**config.mk**
```make
export PLATFORM = sky130hd
export DESIGN_NAME = uart_file_loader
export DESIGN_NICKNAME = d
export VERILOG_FILES = /design/src/rtl/uart_file_loader_pkg.sv /design/src/rtl/byte_word_packer.sv /design/src/rtl/uart_file_loader.sv
export SDC_FILE = /design/constraint.sdc
export NUM_CORES = 1
export LEC_CHECK = 0
export BUFFER_PORTS_ARGS = -buffer_cell sky130_fd_sc_hd__buf_4
export CORE_UTILIZATION = 53
export CTS_CLUSTER_SIZE = 8
export DETAILED_ROUTE_END_ITERATION = 8
export PLACE_DENSITY = 0.87
export SLEW_MARGIN = 20
export SYNTH_ARGS = -nofsm -noshare
export SYNTH_HDL_FRONTEND = slang
export SYNTH_SLANG_ARGS = --single-unit
```
**constraint.sdc**
```tcl
create_clock -name clk -period 3 [get_ports clk]
set_input_delay 0.6 -clock clk [delete_from_list [all_inputs] [get_ports clk]]
set_output_delay 0.6 -clock clk [all_outputs]
set_load 0.005 [all_outputs]
```
**src/rtl/uart_file_loader_pkg.sv**
```systemverilog
// Shared FSM state encodings and file-transfer protocol constants for the UART file loader.
package uart_file_loader_pkg;

  typedef enum logic [2:0] {
    ST_IDLE = 3'd0,
    ST_REQ  = 3'd1,
    ST_SIZE = 3'd2,
    ST_DATA = 3'd3,
    ST_DONE = 3'd4,
    ST_ERR  = 3'd5
  } state_t;

  localparam logic [7:0]  STX        = 8'h02;
  localparam logic [7:0]  ETX        = 8'h03;
  localparam logic [7:0]  EOT        = 8'h04;
  localparam int unsigned SIZE_BYTES = 4;

endpackage

```
**src/rtl/byte_word_packer.sv**
```systemverilog
// Packs bytes little-endian into a 32-bit word; the word is presented one cycle after its last byte.
// Holds one word until the memory accepts it; o_pend tells the producer to stop while a write is stalled.
module byte_word_packer (
  input  logic        clk,
  input  logic        rstn,
  input  logic        i_clr,
  input  logic        i_byte_vld,
  input  logic [7:0]  i_byte_dat,
  input  logic        i_last,
  input  logic        i_mem_rdy,
  output logic        o_mem_vld,
  output logic [31:0] o_mem_dat,
  output logic [3:0]  o_mem_strb,
  output logic        o_pend
);

  logic [1:0]  r_lane;
  logic [31:0] r_acc;
  logic [3:0]  r_acc_strb;
  logic        r_vld;
  logic [31:0] r_wdata;
  logic [3:0]  r_wstrb;

  logic [31:0] w_acc_nxt;
  logic [3:0]  w_strb_nxt;
  logic        w_flush;

  assign w_acc_nxt  = r_acc | ({24'd0, i_byte_dat} << {r_lane, 3'b000});
  assign w_strb_nxt = r_acc_strb | (4'b0001 << r_lane);
  assign w_flush    = i_byte_vld & ((r_lane == 2'd3) | i_last);

  // Accumulator and output word are separate so a byte can land while the previous word is being accepted.
  always_ff @(posedge clk or negedge rstn) begin
    if (!rstn) begin
      r_lane     <= 2'd0;
      r_acc      <= 32'd0;
      r_acc_strb <= 4'd0;
      r_vld      <= 1'b0;
      r_wdata    <= 32'd0;
      r_wstrb    <= 4'd0;
    end else if (i_clr) begin
      r_lane     <= 2'd0;
      r_acc      <= 32'd0;
      r_acc_strb <= 4'd0;
      r_vld      <= 1'b0;
    end else begin
      if (w_flush) begin
        r_wdata    <= w_acc_nxt;
        r_wstrb    <= w_strb_nxt;
        r_acc      <= 32'd0;
        r_acc_strb <= 4'd0;
        r_lane     <= 2'd0;
      end else if (i_byte_vld) begin
        r_acc      <= w_acc_nxt;
        r_acc_strb <= w_strb_nxt;
        r_lane     <= r_lane + 2'd1;
      end
      if (w_flush) begin
        r_vld <= 1'b1;
      end else if (r_vld && i_mem_rdy) begin
        r_vld <= 1'b0;
      end
    end
  end

  assign o_mem_vld  = r_vld;
  assign o_mem_dat  = r_wdata;
  assign o_mem_strb = r_wstrb;
  assign o_pend     = r_vld & ~i_mem_rdy;

endmodule

```
**src/rtl/uart_file_loader.sv**
```systemverilog
// Requests a file over UART, reads a 4-byte LE size then the payload, and writes it to memory as 32-bit words.
// rx is throttled while a word write is stalled; the request byte waits on tx_ready.
module uart_file_loader
  import uart_file_loader_pkg::*;
#(
  parameter int unsigned ADDR_W    = 14,
  parameter int unsigned MAX_BYTES = 65536,
  parameter int unsigned BASE_ADDR = 0,
  parameter logic [7:0]  REQ_CHAR  = STX
) (
  input  logic              clk,
  input  logic              rstn,
  input  logic              start,
  output logic              tx_valid,
  output logic [7:0]        tx_data,
  input  logic              tx_ready,
  input  logic              rx_valid,
  input  logic [7:0]        rx_data,
  output logic              rx_ready,
  output logic              mem_valid,
  output logic [ADDR_W-1:0] mem_addr,
  output logic [31:0]       mem_wdata,
  output logic [3:0]        mem_wstrb,
  input  logic              mem_ready,
  output logic              busy,
  output logic              done,
  output logic              error,
  output logic [31:0]       file_size
);

  state_t            r_state;
  state_t            w_state_nxt;
  logic [1:0]        r_size_idx;
  logic [31:0]       r_file_size;
  logic [31:0]       r_byte_cnt;
  logic [ADDR_W-1:0] r_word_idx;
  logic              r_error;

  logic        w_rx_fire;
  logic        w_data_fire;
  logic        w_mem_fire;
  logic        w_pend;
  logic        w_all_rx;
  logic        w_last_byte;
  logic        w_start_ok;
  logic        w_size_last;
  logic [31:0] w_size_full;

  assign w_rx_fire   = rx_valid & rx_ready;
  assign w_data_fire = w_rx_fire & (r_state == ST_DATA);
  assign w_mem_fire  = mem_valid & mem_ready;
  assign w_all_rx    = (r_byte_cnt == r_file_size);
  assign w_last_byte = ((r_byte_cnt + 32'd1) == r_file_size);
  assign w_start_ok  = (r_state == ST_IDLE) & start;
  assign w_size_last = (r_size_idx == 2'(SIZE_BYTES - 1));
  assign w_size_full = {rx_data, r_file_size[23:0]};

  always_comb begin
    w_state_nxt = r_state;
    tx_valid    = 1'b0;
    rx_ready    = 1'b0;
    case (r_state)
      ST_IDLE: if (start) w_state_nxt = ST_REQ;
      ST_REQ: begin
        tx_valid = 1'b1;
        if (tx_ready) w_state_nxt = ST_SIZE;
      end
      ST_SIZE: begin
        rx_ready = 1'b1;
        if (rx_valid && w_size_last) begin
          if (w_size_full == 32'd0)           w_state_nxt = ST_DONE;
          else if (w_size_full > MAX_BYTES)   w_state_nxt = ST_ERR;
          else                                w_state_nxt = ST_DATA;
        end
      end
      ST_DATA: begin
        rx_ready = ~w_pend & ~w_all_rx;
        if (w_all_rx && w_mem_fire) w_state_nxt = ST_DONE;
      end
      ST_DONE: w_state_nxt = ST_IDLE;
      ST_ERR:  w_state_nxt = ST_IDLE;
      default: w_state_nxt = ST_IDLE;
    endcase
  end

  always_ff @(posedge clk or negedge rstn) begin
    if (!rstn) begin
      r_state     <= ST_IDLE;
      r_size_idx  <= 2'd0;
      r_file_size <= 32'd0;
      r_byte_cnt  <= 32'd0;
      r_word_idx  <= '0;
      r_error     <= 1'b0;
    end else begin
      r_state <= w_state_nxt;
      if (w_start_ok) begin
        r_error     <= 1'b0;
        r_size_idx  <= 2'd0;
        r_file_size <= 32'd0;
        r_byte_cnt  <= 32'd0;
        r_word_idx  <= '0;
      end
      if (r_state == ST_SIZE && rx_valid) begin
        r_file_size[{r_size_idx, 3'b000} +: 8] <= rx_data;
        r_size_idx                             <= r_size_idx + 2'd1;
      end
      if (w_data_fire) r_byte_cnt <= r_byte_cnt + 32'd1;
      if (w_mem_fire)  r_word_idx <= r_word_idx + 1'b1;
      if (w_state_nxt == ST_ERR) r_error <= 1'b1;
    end
  end

  byte_word_packer u_packer (
    .clk        (clk),
    .rstn       (rstn),
    .i_clr      (r_state == ST_IDLE),
    .i_byte_vld (w_data_fire),
    .i_byte_dat (rx_data),
    .i_last     (w_last_byte),
    .i_mem_rdy  (mem_ready),
    .o_mem_vld  (mem_valid),
    .o_mem_dat  (mem_wdata),
    .o_mem_strb (mem_wstrb),
    .o_pend     (w_pend)
  );

  assign mem_addr  = ADDR_W'(BASE_ADDR) + r_word_idx;
  assign tx_data   = tx_valid ? REQ_CHAR : 8'd0;
  assign busy      = (r_state == ST_REQ) | (r_state == ST_SIZE) |
                     (r_state == ST_DATA) | (r_state == ST_DONE);
  assign done      = (r_state == ST_DONE);
  assign error     = r_error;
  assign file_size = r_file_size;

endmodule
```
# Word-level counts from Yosys, hierarchy flattened
# Cells that the tools add are included.
[word_totals] register_bits=159 input_bits=14 wordCells=94
[op_classes] add_sub_neg=5 magnitude_cmp=1 eq_ne=9 shift=4 mux=33 bitwise_logic=17 reduce_logical=13
[op_table] op="32-bit two-way mux" n=7
[op_table] op="32-bit equality test" n=2
[op_table] op="32-bit by 1-bit adder with 32-bit output (second input constant)" n=1
[op_table] op="32-bit bitwise mux" n=1
[op_table] op="32-bit by 17-bit > comparator with 1-bit output (second input constant)" n=1
[op_table] op="32-bit logical NOT" n=1
[op_table] op="32-bit bitwise OR" n=1
[op_table] op="8-bit by 7-bit variable shift with 32-bit output (first input constant)" n=1
[op_table] op="8-bit by 7-bit indexed part select with 32-bit output" n=1
[op_table] op="8-bit by 5-bit left shift with 32-bit output" n=1
[op_table] op="14-bit two-way mux" n=2
[op_table] op="3-bit two-way mux" n=6
[op_table] op="14-bit by 1-bit adder with 14-bit output (second input constant)" n=1
[op_table] op="2-bit two-way mux" n=6
[op_table] op="4-bit two-way mux" n=3
[op_table] op="3-bit one-hot mux with 4 select lines" n=1
[op_table] op="2-bit nonzero test" n=4
[op_table] op="1-bit bitwise AND" n=7
[op_table] op="5-bit negator with 7-bit output" n=1
[op_table] op="3-bit by 2-bit equality test with 1-bit output (second input constant)" n=2
[op_table] op="3-bit equality test (second input constant)" n=2
[op_table] op="1-bit two-way mux" n=6
[op_table] op="3-bit nonzero test" n=2
[op_table] op="2-bit by 1-bit adder with 2-bit output (second input constant)" n=2
[op_table] op="10 further kinds" n=20

# Longest topological paths before layout
# Gate-level depths: netlist (run 1).
[depth] depth_word=10 mapped_depth=13 ltp_nobuf=10

# Hierarchy
# From an unflattened synthesis (run 1), not the netlist that was laid out.
[unflattened] cells_unflattened=813 area_unflattened_um2=8336.7
[modules_own_cells] mod="uart_file_loader" n_inst=1 cells_each=542 area_per_inst_um2=5124.9 seq_area_each_um2=2102.0
[modules_own_cells] mod="byte_word_packer" n_inst=1 cells_each=271 area_per_inst_um2=3211.8 seq_area_each_um2=1876.8

# Worst setup path after synthesis (run 1)
# No wires, ideal clock.
[synth_path] kind="flip-flop to flip-flop" startpoint="register r_byte_cnt[0]" endpoint="register u_packer.r_wdata[10] (netlist: u_packer.o_mem_dat[10])" t_arrival_ns=2.936 t_required_ns=2.921 slack_ns=-0.016 stages_incl_launch_ff=14 cell_sequence="dfrtp_1 -> ha_1 -> nand4_1 -> or4_1 -> buf_2 -> or2_4 -> nor2_2 -> o2111ai_1 -> nor4_2 -> nand2_2 -> a21oi_2 -> buf_6 -> buf_12 -> mux2i_1"
[synth_via] elab_chain_len=8 word_cells_on_any_way=11
[synth_rtl] item="from (decl)" line_no="uart_file_loader.sv:35" rtl="logic [31:0] r_byte_cnt;"
[synth_rtl] item="from (signal assigned)" line_no="uart_file_loader.sv:107" rtl="if (w_data_fire) r_byte_cnt <= r_byte_cnt + 32'd1;"
[synth_rtl] item="branches (longest 6 deep; another with 32-bit by 1-bit adder with 32-bit output)"
[synth_rtl] item="1-bit bitwise AND *" line_no="byte_word_packer.sv:30" rtl="assign w_flush = i_byte_vld & ((r_lane == 2'd3) | i_last);"
[synth_rtl] item="2-bit AND reduction (no source line) *"
[synth_rtl] item="to (signal assigned)" line_no="byte_word_packer.sv:48" rtl="r_wdata <= w_acc_nxt;"
[synth_rtl] item="to (decl)" line_no="byte_word_packer.sv:21" rtl="logic [31:0] r_wdata;"
# Mark *: on every way between the ends.
# A chain may end at the register's enable or synchronous reset.

# Worst setup path after layout (run 1)
[layout_path] startpoint="register r_byte_cnt[4]" endpoint="register u_packer.r_wdata[30] (netlist: u_packer.o_mem_dat[30])"
# Same word-level chain as after synthesis.

==> results of run 1 <==
-- power by group through the flow --
stage	combinational (mW)	clock, mW	sequential, mW
final	5.53	2.30	3.07
after global routing	5.78	2.41	3.11
after CTS	4.16	2.29	3.01
after detailed placement	3.82	0	3.03
after global placement	3.68	0	3.02
after floorplan	2.19	0	2.96
-- state kept, by name, summed over array words and instances, names as in the netlist --
signal and count:
u_packer.o_mem_strb 4, error 1, u_packer.r_acc_strb 4, file_size 32, r_size_idx 2, u_packer.o_mem_dat 32
r_word_idx 14, u_packer.o_mem_vld 1, u_packer.r_lane 2, u_packer.r_acc 32, r_state 3, r_byte_cnt 32
-- Yosys cell counts, types with 7 or more instances --
cell type,count
o211ai_1,8
nand2b_1,9
dfrtp_1,159
xor2_1,11
mux2i_1,41
buf_4,8
nor3_1,40
nand2_1,78
inv_1,44
nor4_1,13
buf_1,11
buf_2,13
and2_1,7
nand4_1,27
a22o_1,17
o31ai_1,17
clkbuf_1,29
a21oi_1,73
o21ai_0,64
and3_1,16
nand3_1,47
xnor2_1,43
ha_1,11
nor2_1,88
-- worst paths after layout --
path | from | endpoint | slack (ps) | depth (start not counted)
min | rstn | file_size[4] | 170 | 1
max in group asynchronous | rstn | r_byte_cnt[8] | 2000 | 2
max | r_byte_cnt[4] | u_packer.o_mem_dat[30] | -290 | 11
min in group clk | r_word_idx[13] | r_word_idx[13] | 500 | 1
max reg2reg | r_byte_cnt[4] | u_packer.o_mem_dat[30] | -290 | 11
min reg2reg | r_word_idx[13] | r_word_idx[13] | 500 | 1
-- stage by stage --
step           hold slack (ps)  worst slack, ps
2_1_floorplan              304             2.56
3_3_place_gp               476             -129
3_5_place_dp               486             -345
4_1_cts                    184            -81.1
5_1_grt                    200             -365
6_report                   171             -293
-- metal layers --
layer / routed length (microns) / up-vias / share of wire (%)
li1: - / 3677 / -
met1: 10600 / 4139 / 35
met2: 14400 / 629 / 48
met3: 2840 / 196 / 9.5
met4: 2170 / 0 / 7.2
met5: 0 / - / 0
-- cell type report --
cell class	instances	area share, %
well taps	216	2.34
flip-flops and latches	159	34.5
clock buffers	19	3.84
repair buffers	210	15.7
inverters	44	1.43
multi-input cells	680	40.6
clock inverters	13	1.53
-- logic make-up after synthesis --
| kind of cell | Yosys count |
|---|---|
| buf+inv | 109 |
| mux | 45 |
| flops | 159 |
| other cells | 1 |
| fa+ha+maj | 11 |
| xor+xnor | 54 |
| compound gates | 211 |
| simple gates | 352 |
-- what timing repair did --
| item | in CTS | in global routing |
|---|---|---|
| pin swaps | 21 | 43 |
| endpoints found under the setup margin | 76 | 98 |
| cloned | 2 | 6 |
| buffers inserted | 12 | 6 |
| gates resized for setup | 25 | 113 |
==> results.yml, run 1 <==
power:
  p_switching_mw: 4.51
  combinationalPowerShare_pct: 50.7
  pwr-share-clk_pct: 21.1
  fin_total_pwr_mw: 10.9
  power_leakage_nw: 5.05
  p_int_mw: 6.40
  power_density_mw_per_mm2: 945
  worst_ir_drop_vdd_mv: 0.713
  p_seq_share_pct: 28.2
  swShare_pct: 41.4
timing:
  fin_crit_ps: 3290
  slew_viol_final: 0
  fin_setup_tns_ps: -17230
  worst_slew_pin_slew_ps: 907
  slew_headroom_pct: 39.4
  fin_skew_ps: 11.2
  hold_viol: 0
  setup_viol: 76
  fmax_ghz: 0.304
  setup_slack_ps: -293
  rsz0062_at_grt: "true"
  fin_crit_sh_pct: 110
clock_network:
  cts_made_buffers: 17
  clock_latency_ps: 440
  clkTransAtPathRegs_ps: 70
  htree_levels: 4
  clk_path_buf_depth: 2
  tritoncts_num_sinks: 159
  clockRootBuffer: "clkbuf_16"
  cts_tree: "yes"
  ctsHoldBuffers: 0
synthesis:
  ys_top_cells_by_area: "dfrtp_1 46%, mux2i_1 4.8%, xnor2_1 4.4%"
  yosys_warnings: 0
  synth-edff-count: 0
  ys_seq_elements: 159
  yosysTopAreaCellShare_pct: 46.2
  synth-xor-area-share_pct: 5.50
  yosys.area.top_type: "dfrtp_1"
  synthMuxAreaShare_pct: 5.29
  netlist_area_sq_mm: 0.00861
  synthAdderAreaFrac_pct: 1.60
  synth_compound_area_share_pct: 15.0
  ys.flop_type: "dfrtp_1"
  ys_async_sr_fraction_pct: 100
  synth_top_family_by_area: "simple AND/OR/NAND/NOR gates"
  ys_types: 60
  synthCells: 942
  synth.avg_cell_area_sq_um: 9.14
  yosys.area_share.simple_pct: 20.3
  seq_area_frac_synth_pct: 46.2
routing:
  drc: 0
  initialDrtViolationCount: 915
  first_pass_iters: 5
  avgViaCountPerCell: 6.44
  vias: 8641
  ant_nets: 0
  wl_mm: 30.0
  wire_per_inst_microns: 22.3
die:
  core-area_sq_mm: 0.0159
  start_util_pct: 54.2
  dieArea_sq_mm: 0.0168
  ios: 110
  fp.dieW_microns: 129
  fp.dieH_microns: 129
  row_count: 46
global_routing:
  use_met2_pct: 54.9
  grt-busiest-layer: "met2"
  gr-usage-met3_pct: 7.72
  antenna_found_initial: 0
  grt_pass1_vias: 8046
  grt_usage_pct: 33.4
  use_met1_pct: 40.9
  grt_max_degree: 69
  grt_overflow_total: 0
  grt_first_pass_wirelength_mm: 42.3
setup_path:
  crit_path_end_kind: "register"
  worstSetupStartpointType: "register"
  crit_slowest_cell: "or4_4"
  cp_cell_sequence: "nand3_1, or4_4, nor3_4, xor2_1, nand4_1, nor4_4, nand2_2, a21oi_4, buf_6, buf_8, mux2i_2"
  cp.required_ps: 3350
  cp_top_family: "simple AND/OR/NAND/NOR gates"
  arrival_ps: 3640
  max_stage_delay_ps: 680
  cp_max_fo: 8
  crit_buf_inv: 2
  crit_type: "reg -> reg"
cells_and_area:
  nNetsFinal: 1137
  design_area_sq_mm: 0.0115
  drive_above_1_share_pct: 30.0
  n_antenna_cell: 0
  nFillCells: 1074
  layout_common_cells: "184 x buf_4, 157 x dfrtp_1, 77 x nand2_1, 64 x o21ai_0, 59 x a21oi_1"
  seqCellArea_sq_mm: 0.00398
  syn2layout_area_growth_pct: 34.1
  multi_input_area_sq_mm: 0.00469
  final_common_cell: "buf_4"
  fin_util_pct: 72.7
  fin_cells: 1341
worst_hold_path:
  hp-class: "in -> async"
job:
  cap_violations: 0
status:
  failed_checks: "negative setup slack"
  status: "finished, violations left"
placement:
  portBuffers: 102
  routabilityCongestion: 1.03
  placed_cells: 1284
  hpwl_mm: 18.1
  post_dp_cell_area_sq_mm: 0.0100
No activity file was read; power rests on OpenSTA's default activity.
==> inputs of run 2 (changes only) <==
CORE_UTILIZATION = 25   (was 53)
PLACE_DENSITY = 0.52   (was 0.87)
==> run 2 against run 1 <==
Net effect:
- the run still ends with negative setup slack left
- first-iteration DRC count decreased by 24%
- clock power increased by 6%
- setup slack improved by 110 ps
- clock skew increased by 9.3 ps
==> results.yml, run 2 (synthesized netlist as in run 1, its figures left out) <==
routing:
  wire_per_inst_microns: 19.2
  wl_mm: 30.4
  initialDrtViolationCount: 694
  avgViaCountPerCell: 4.92
  vias: 7815
  first_pass_iters: 5
  ant_nets: 0
  drc: 0
global_routing:
  gr-usage-met3_pct: 4.64
  grt_pass1_vias: 7854
  antenna_found_initial: 1
  grt_max_degree: 62
  use_met1_pct: 23.5
  grt_first_pass_wirelength_mm: 46.8
  grt_usage_pct: 17.6
  grt-busiest-layer: "met2"
  grt_overflow_total: 0
  use_met2_pct: 27.7
timing:
  fin_crit_ps: 3180
  slew_headroom_pct: 32.8
  holdWs_ps: 109
  rsz0062_at_grt: "true"
  hold_viol: 0
  fin_setup_tns_ps: -7000
  fin_crit_sh_pct: 106
  fin_skew_ps: 20.5
  setup_viol: 75
  fmax_ghz: 0.314
  worst_slew_pin_slew_ps: 999
  setup_slack_ps: -184
  slew_viol_final: 0
die:
  dieArea_sq_mm: 0.0352
  start_util_pct: 25.5
  ios: 110
  fp.dieH_microns: 188
  fp.dieW_microns: 188
  row_count: 67
  core-area_sq_mm: 0.0337
job:
  cap_violations: 0
clock_network:
  clk_path_buf_depth: 2
  cts_tree: "yes"
  htree_levels: 4
  clkTransAtPathRegs_ps: 90
  cts_made_buffers: 17
  clockRootBuffer: "clkbuf_16"
  ctsHoldBuffers: 0
  clock_latency_ps: 460
  tritoncts_num_sinks: 159
power:
  power_density_mw_per_mm2: 878
  power_leakage_nw: 5.17
  fin_total_pwr_mw: 10.3
  worst_ir_drop_vdd_mv: 0.519
cells_and_area:
  nNetsFinal: 1153
  layout_common_cells: "196 x buf_4, 159 x dfrtp_1, 78 x nor2_1, 77 x nand2_1, 68 x a21oi_1"
  nFillCells: 3424
  n_antenna_cell: 0
  drive_above_1_share_pct: 27.9
  final_common_cell: "buf_4"
  syn2layout_area_growth_pct: 36.7
worst_hold_path:
  hp-class: "in -> async"
setup_path:
  cp_max_fo: 7
  arrival_ps: 3560
  crit_path_end_kind: "register"
  worstSetupStartpointType: "register"
  crit_type: "reg -> reg"
  cp.required_ps: 3380
status:
  failed_checks: "negative setup slack"
  status: "finished, violations left"
placement:
  hpwl_mm: 21.3
  portBuffers: 102
  routabilityCongestion: 0.940
==> run 2: cell types whose count changed in the layout (fill, tap and decap cells not counted), moves of 3 or more <==
cell       delta
a41oi_1       +3
a21oi_1       +9
nor2_1       +24
buf_6         +4
clkbuf_16     -3
bufinv_16     -3
a21oi_2       -9
inv_12        +9
buf_4        +12
nor2_4       -23
inv_6         -4
==> run 2: cell type report <==
type                       count  area [sq um]  area share, %
multi-input combinational    680          4450           37.8
timing repair buffer         226          1960           16.6
clock buffer                  17           425           3.62
inverter                      44           165           1.40
sequential                   159          3980           33.8
tap                          448           561           4.77
clock inverter                15           224           1.90
==> run 2: routing by layer <==
metal | up-vias | share of wire [%] | routed length (microns)
li1 | 3713 | - | -
met1 | 3829 | 45 | 13500
met2 | 229 | 47 | 14200
met3 | 42 | 6.8 | 2070
met4 | 2 | 2.0 | 609
met5 | - | 0.056 | 17
==> run 2: through the flow <==
stage,cells,setup WS [ps],area [sq um],utilization [%]
2_1_floorplan,948,2.56,8630,-
3_3_place_gp,1532,-301,10500,31.1
3_5_place_dp,1532,-381,10500,31.1
4_1_cts,1584,-144,11700,34.7
5_1_grt,1589,-358,11800,34.9
6_report,1589,-184,11800,34.9
==> run 2: repair_timing <==
action | 4_1_cts | 5_1_grt
pin swaps | 24 | 1
endpoints found under the setup margin | 76 | 76
buffers inserted | 16 | 6
resized for setup | 67 | 11
gates cloned | 5 | 0
==> run 2: worst paths after layout <==
kind                                          end  slack [ps]  cells past startpoint                from
max                        u_packer.o_mem_dat[23]        -180                     12      r_byte_cnt[10]
max reg2reg                u_packer.o_mem_dat[23]        -180                     12      r_byte_cnt[10]
min in group clk               u_packer.r_acc[17]         500                      2  u_packer.r_acc[17]
min                                  file_size[8]         110                      1                rstn
max in group asynchronous       u_packer.r_acc[9]        2170                      2                rstn
min reg2reg                    u_packer.r_acc[17]         500                      2  u_packer.r_acc[17]
==> run 2: power breakdown <==
group,switching (mW),total [mW],internal [mW]
Clock,1.23,2.43,1.19
Combinational,2.62,4.87,2.26
Sequential,0.427,3.02,2.60
==> run 2: worst max-delay path: stages (launching register included) <==
cell and delay (ps):
dfrtp_1 370, buf_6 110, nand4_4 100, or3_4 410, or4_4 560, mux2i_2 240, nand4_1 180, nor4_4 280
nand2_4 140, a21oi_4 210, buf_6 160, buf_12 130, mux2i_2 220
==> inputs of run 3 (changes only) <==
PLACE_DENSITY = 0.44   (was 0.52)
==> run 3 against run 2 <==
Net effect:
- the run still ends with negative setup slack left
- sequential share of layout area up 0.64 points
- die area unchanged
- combinational power decreased by 6.6%
- clock power shrank 3%
- register-to-register slack gained 30 ps
- critical path type unchanged
- critical endpoint is now u_packer.o_mem_dat[21]
- highest routed layer is now met4
==> results.yml, run 3 (synthesized netlist as in run 1, its figures left out) <==
global_routing:
  grt_overflow_total: 0
  grt_max_degree: 77
  grt_first_pass_wirelength_mm: 46.5
  grt_usage_pct: 17.4
  grt_pass1_vias: 7433
  antenna_found_initial: 0
cells_and_area:
  multi_input_area_sq_mm: 0.00435
  final_common_cell: "buf_4"
  nFillCells: 3533
  drive_above_1_share_pct: 26.2
  layout_common_cells: "200 x buf_4, 159 x dfrtp_1, 87 x nor2_1, 77 x nand2_1, 70 x a21oi_1"
  design_area_sq_mm: 0.0115
  syn2layout_area_growth_pct: 34.1
  n_antenna_cell: 0
  nNetsFinal: 1146
  seqCellArea_sq_mm: 0.00398
power:
  power_leakage_nw: 5.11
  fin_total_pwr_mw: 9.90
  worst_ir_drop_vdd_mv: 0.451
  power_density_mw_per_mm2: 858
die:
  row_count: 67
  start_util_pct: 25.5
  fp.dieW_microns: 188
  fp.dieH_microns: 188
  core-area_sq_mm: 0.0337
  dieArea_sq_mm: 0.0352
  ios: 110
timing:
  fin_skew_ps: 21.3
  holdWs_ps: 5.87
  fin_setup_tns_ps: -7870
  slew_headroom_pct: 45.9
  rsz0062_at_grt: "true"
  fin_crit_ps: 3160
  setup_viol: 74
  fin_crit_sh_pct: 105
  worst_slew_pin_slew_ps: 809
  setup_slack_ps: -157
  fmax_ghz: 0.317
  hold_viol: 0
  slew_viol_final: 0
clock_network:
  ctsHoldBuffers: 0
  clk_path_buf_depth: 2
  clkTransAtPathRegs_ps: 70
  clock_latency_ps: 460
  tritoncts_num_sinks: 159
  htree_levels: 4
  cts_tree: "yes"
  cts_made_buffers: 17
  clockRootBuffer: "clkbuf_16"
routing:
  wl_mm: 30.5
  drc: 0
  wire_per_inst_microns: 19.3
  initialDrtViolationCount: 457
  avgViaCountPerCell: 4.82
  vias: 7622
  ant_nets: 0
  first_pass_iters: 5
worst_hold_path:
  hp-class: "in -> async"
setup_path:
  arrival_ps: 3530
  max_stage_delay_ps: 520
  cp_max_fo: 5
  r2r_end: "u_packer.o_mem_dat[21]"
  critPathLaunch: "r_byte_cnt[1]"
  cp_cell_sequence: "ha_2, nand4_1, or4_4, nor4_4, o22ai_2, nor4_4, nand2_2, a21oi_4, buf_12, clkbuf_16, mux2i_1"
  crit_top_cell: "nor4_4"
  cp.required_ps: 3370
  worstSetupStartpointType: "register"
  rr_worst_depth: 11
  crit_path_end_kind: "register"
  crit_slowest_cell: "or4_4"
  reg2reg_setup_slack_ps: -160
  worstReg2RegStart: "r_byte_cnt[1]"
  crit_type: "reg -> reg"
status:
  status: "finished, violations left"
  failed_checks: "negative setup slack"
placement:
  post_dp_cell_area_sq_mm: 0.0105
  hpwl_mm: 21.6
  portBuffers: 102
  place_ws_ps: -477
  routabilityCongestion: 0.864
job:
  cap_violations: 0
-- run 3: cell count changes in the layout (fill, tap and decap cells not counted), moves of 3 or more --
cell | previous run | this run
buf_4 | 196 | 200
nor2_1 | 78 | 87
clkbuf_16 | 17 | 20
buf_16 | 4 | 1
inv_6 | 0 | 6
buf_6 | 16 | 4
nor2_4 | 7 | 0
inv_12 | 9 | 0
-- run 3: repair_timing --
item                                    in CTS  in global routing
endpoints found under the setup margin      76                 77
resized for setup                           23                 19
pin swaps                                   10                  8
endpoints found under the hold margin        0                  0
setup buffers                                6                  6
cloned                                       2                  3
-- run 3: worst max-delay path by stage --
stage,to,slack (ps),cells past startpoint
finish,u_packer.o_mem_dat[21],-160,11
global route,u_packer.o_mem_dat[17],-280,12
CTS,u_packer.o_mem_dat[22],-110,11
detailed placement,u_packer.o_mem_dat[14],-480,11
global placement,u_packer.o_mem_dat[18],-400,11
floorplan,u_packer.o_mem_dat[10],3,13
-- run 3: layer usage --
layer | wire length (microns) | track usage (%)
met1 | 14200 | 23.9
met2 | 14600 | 28.4
met4 | 360 | 3.94
met3 | 1320 | 3.09
met5 | 0 | 0
-- run 3: final cells by class --
class	count	area share, %
flip-flops and latches	159	34.5
well taps	448	4.86
multi-input cells	680	37.7
inverters	44	1.43
clock inverters	15	1.67
repair buffers	219	16.2
clock buffers	17	3.69
-- run 3: power by group --
part / internal (mW) / switching [mW]
logic: 2.05 / 2.50
registers: 2.60 / 0.394
clock network: 1.27 / 1.08
-- run 3: critical path, delay by kind of cell, from the launching register on --
family                     cells  cell delay (ps)
AOI/OAI and AO/OA              2              390
adders and majority gates      1              210
buffers and inverters          2              310
DFF                            1              400
muxes                          1              180
and+or+nand+nor                5             1590
-- run 3: through the flow --
step | util [%] | std cells
final | 34.3 | 1582
after global routing | 34.3 | 1582
after CTS | 33.8 | 1577
after detailed placement | 31.2 | 1537
after global placement | 31.2 | 1537
after floorplan | - | 948
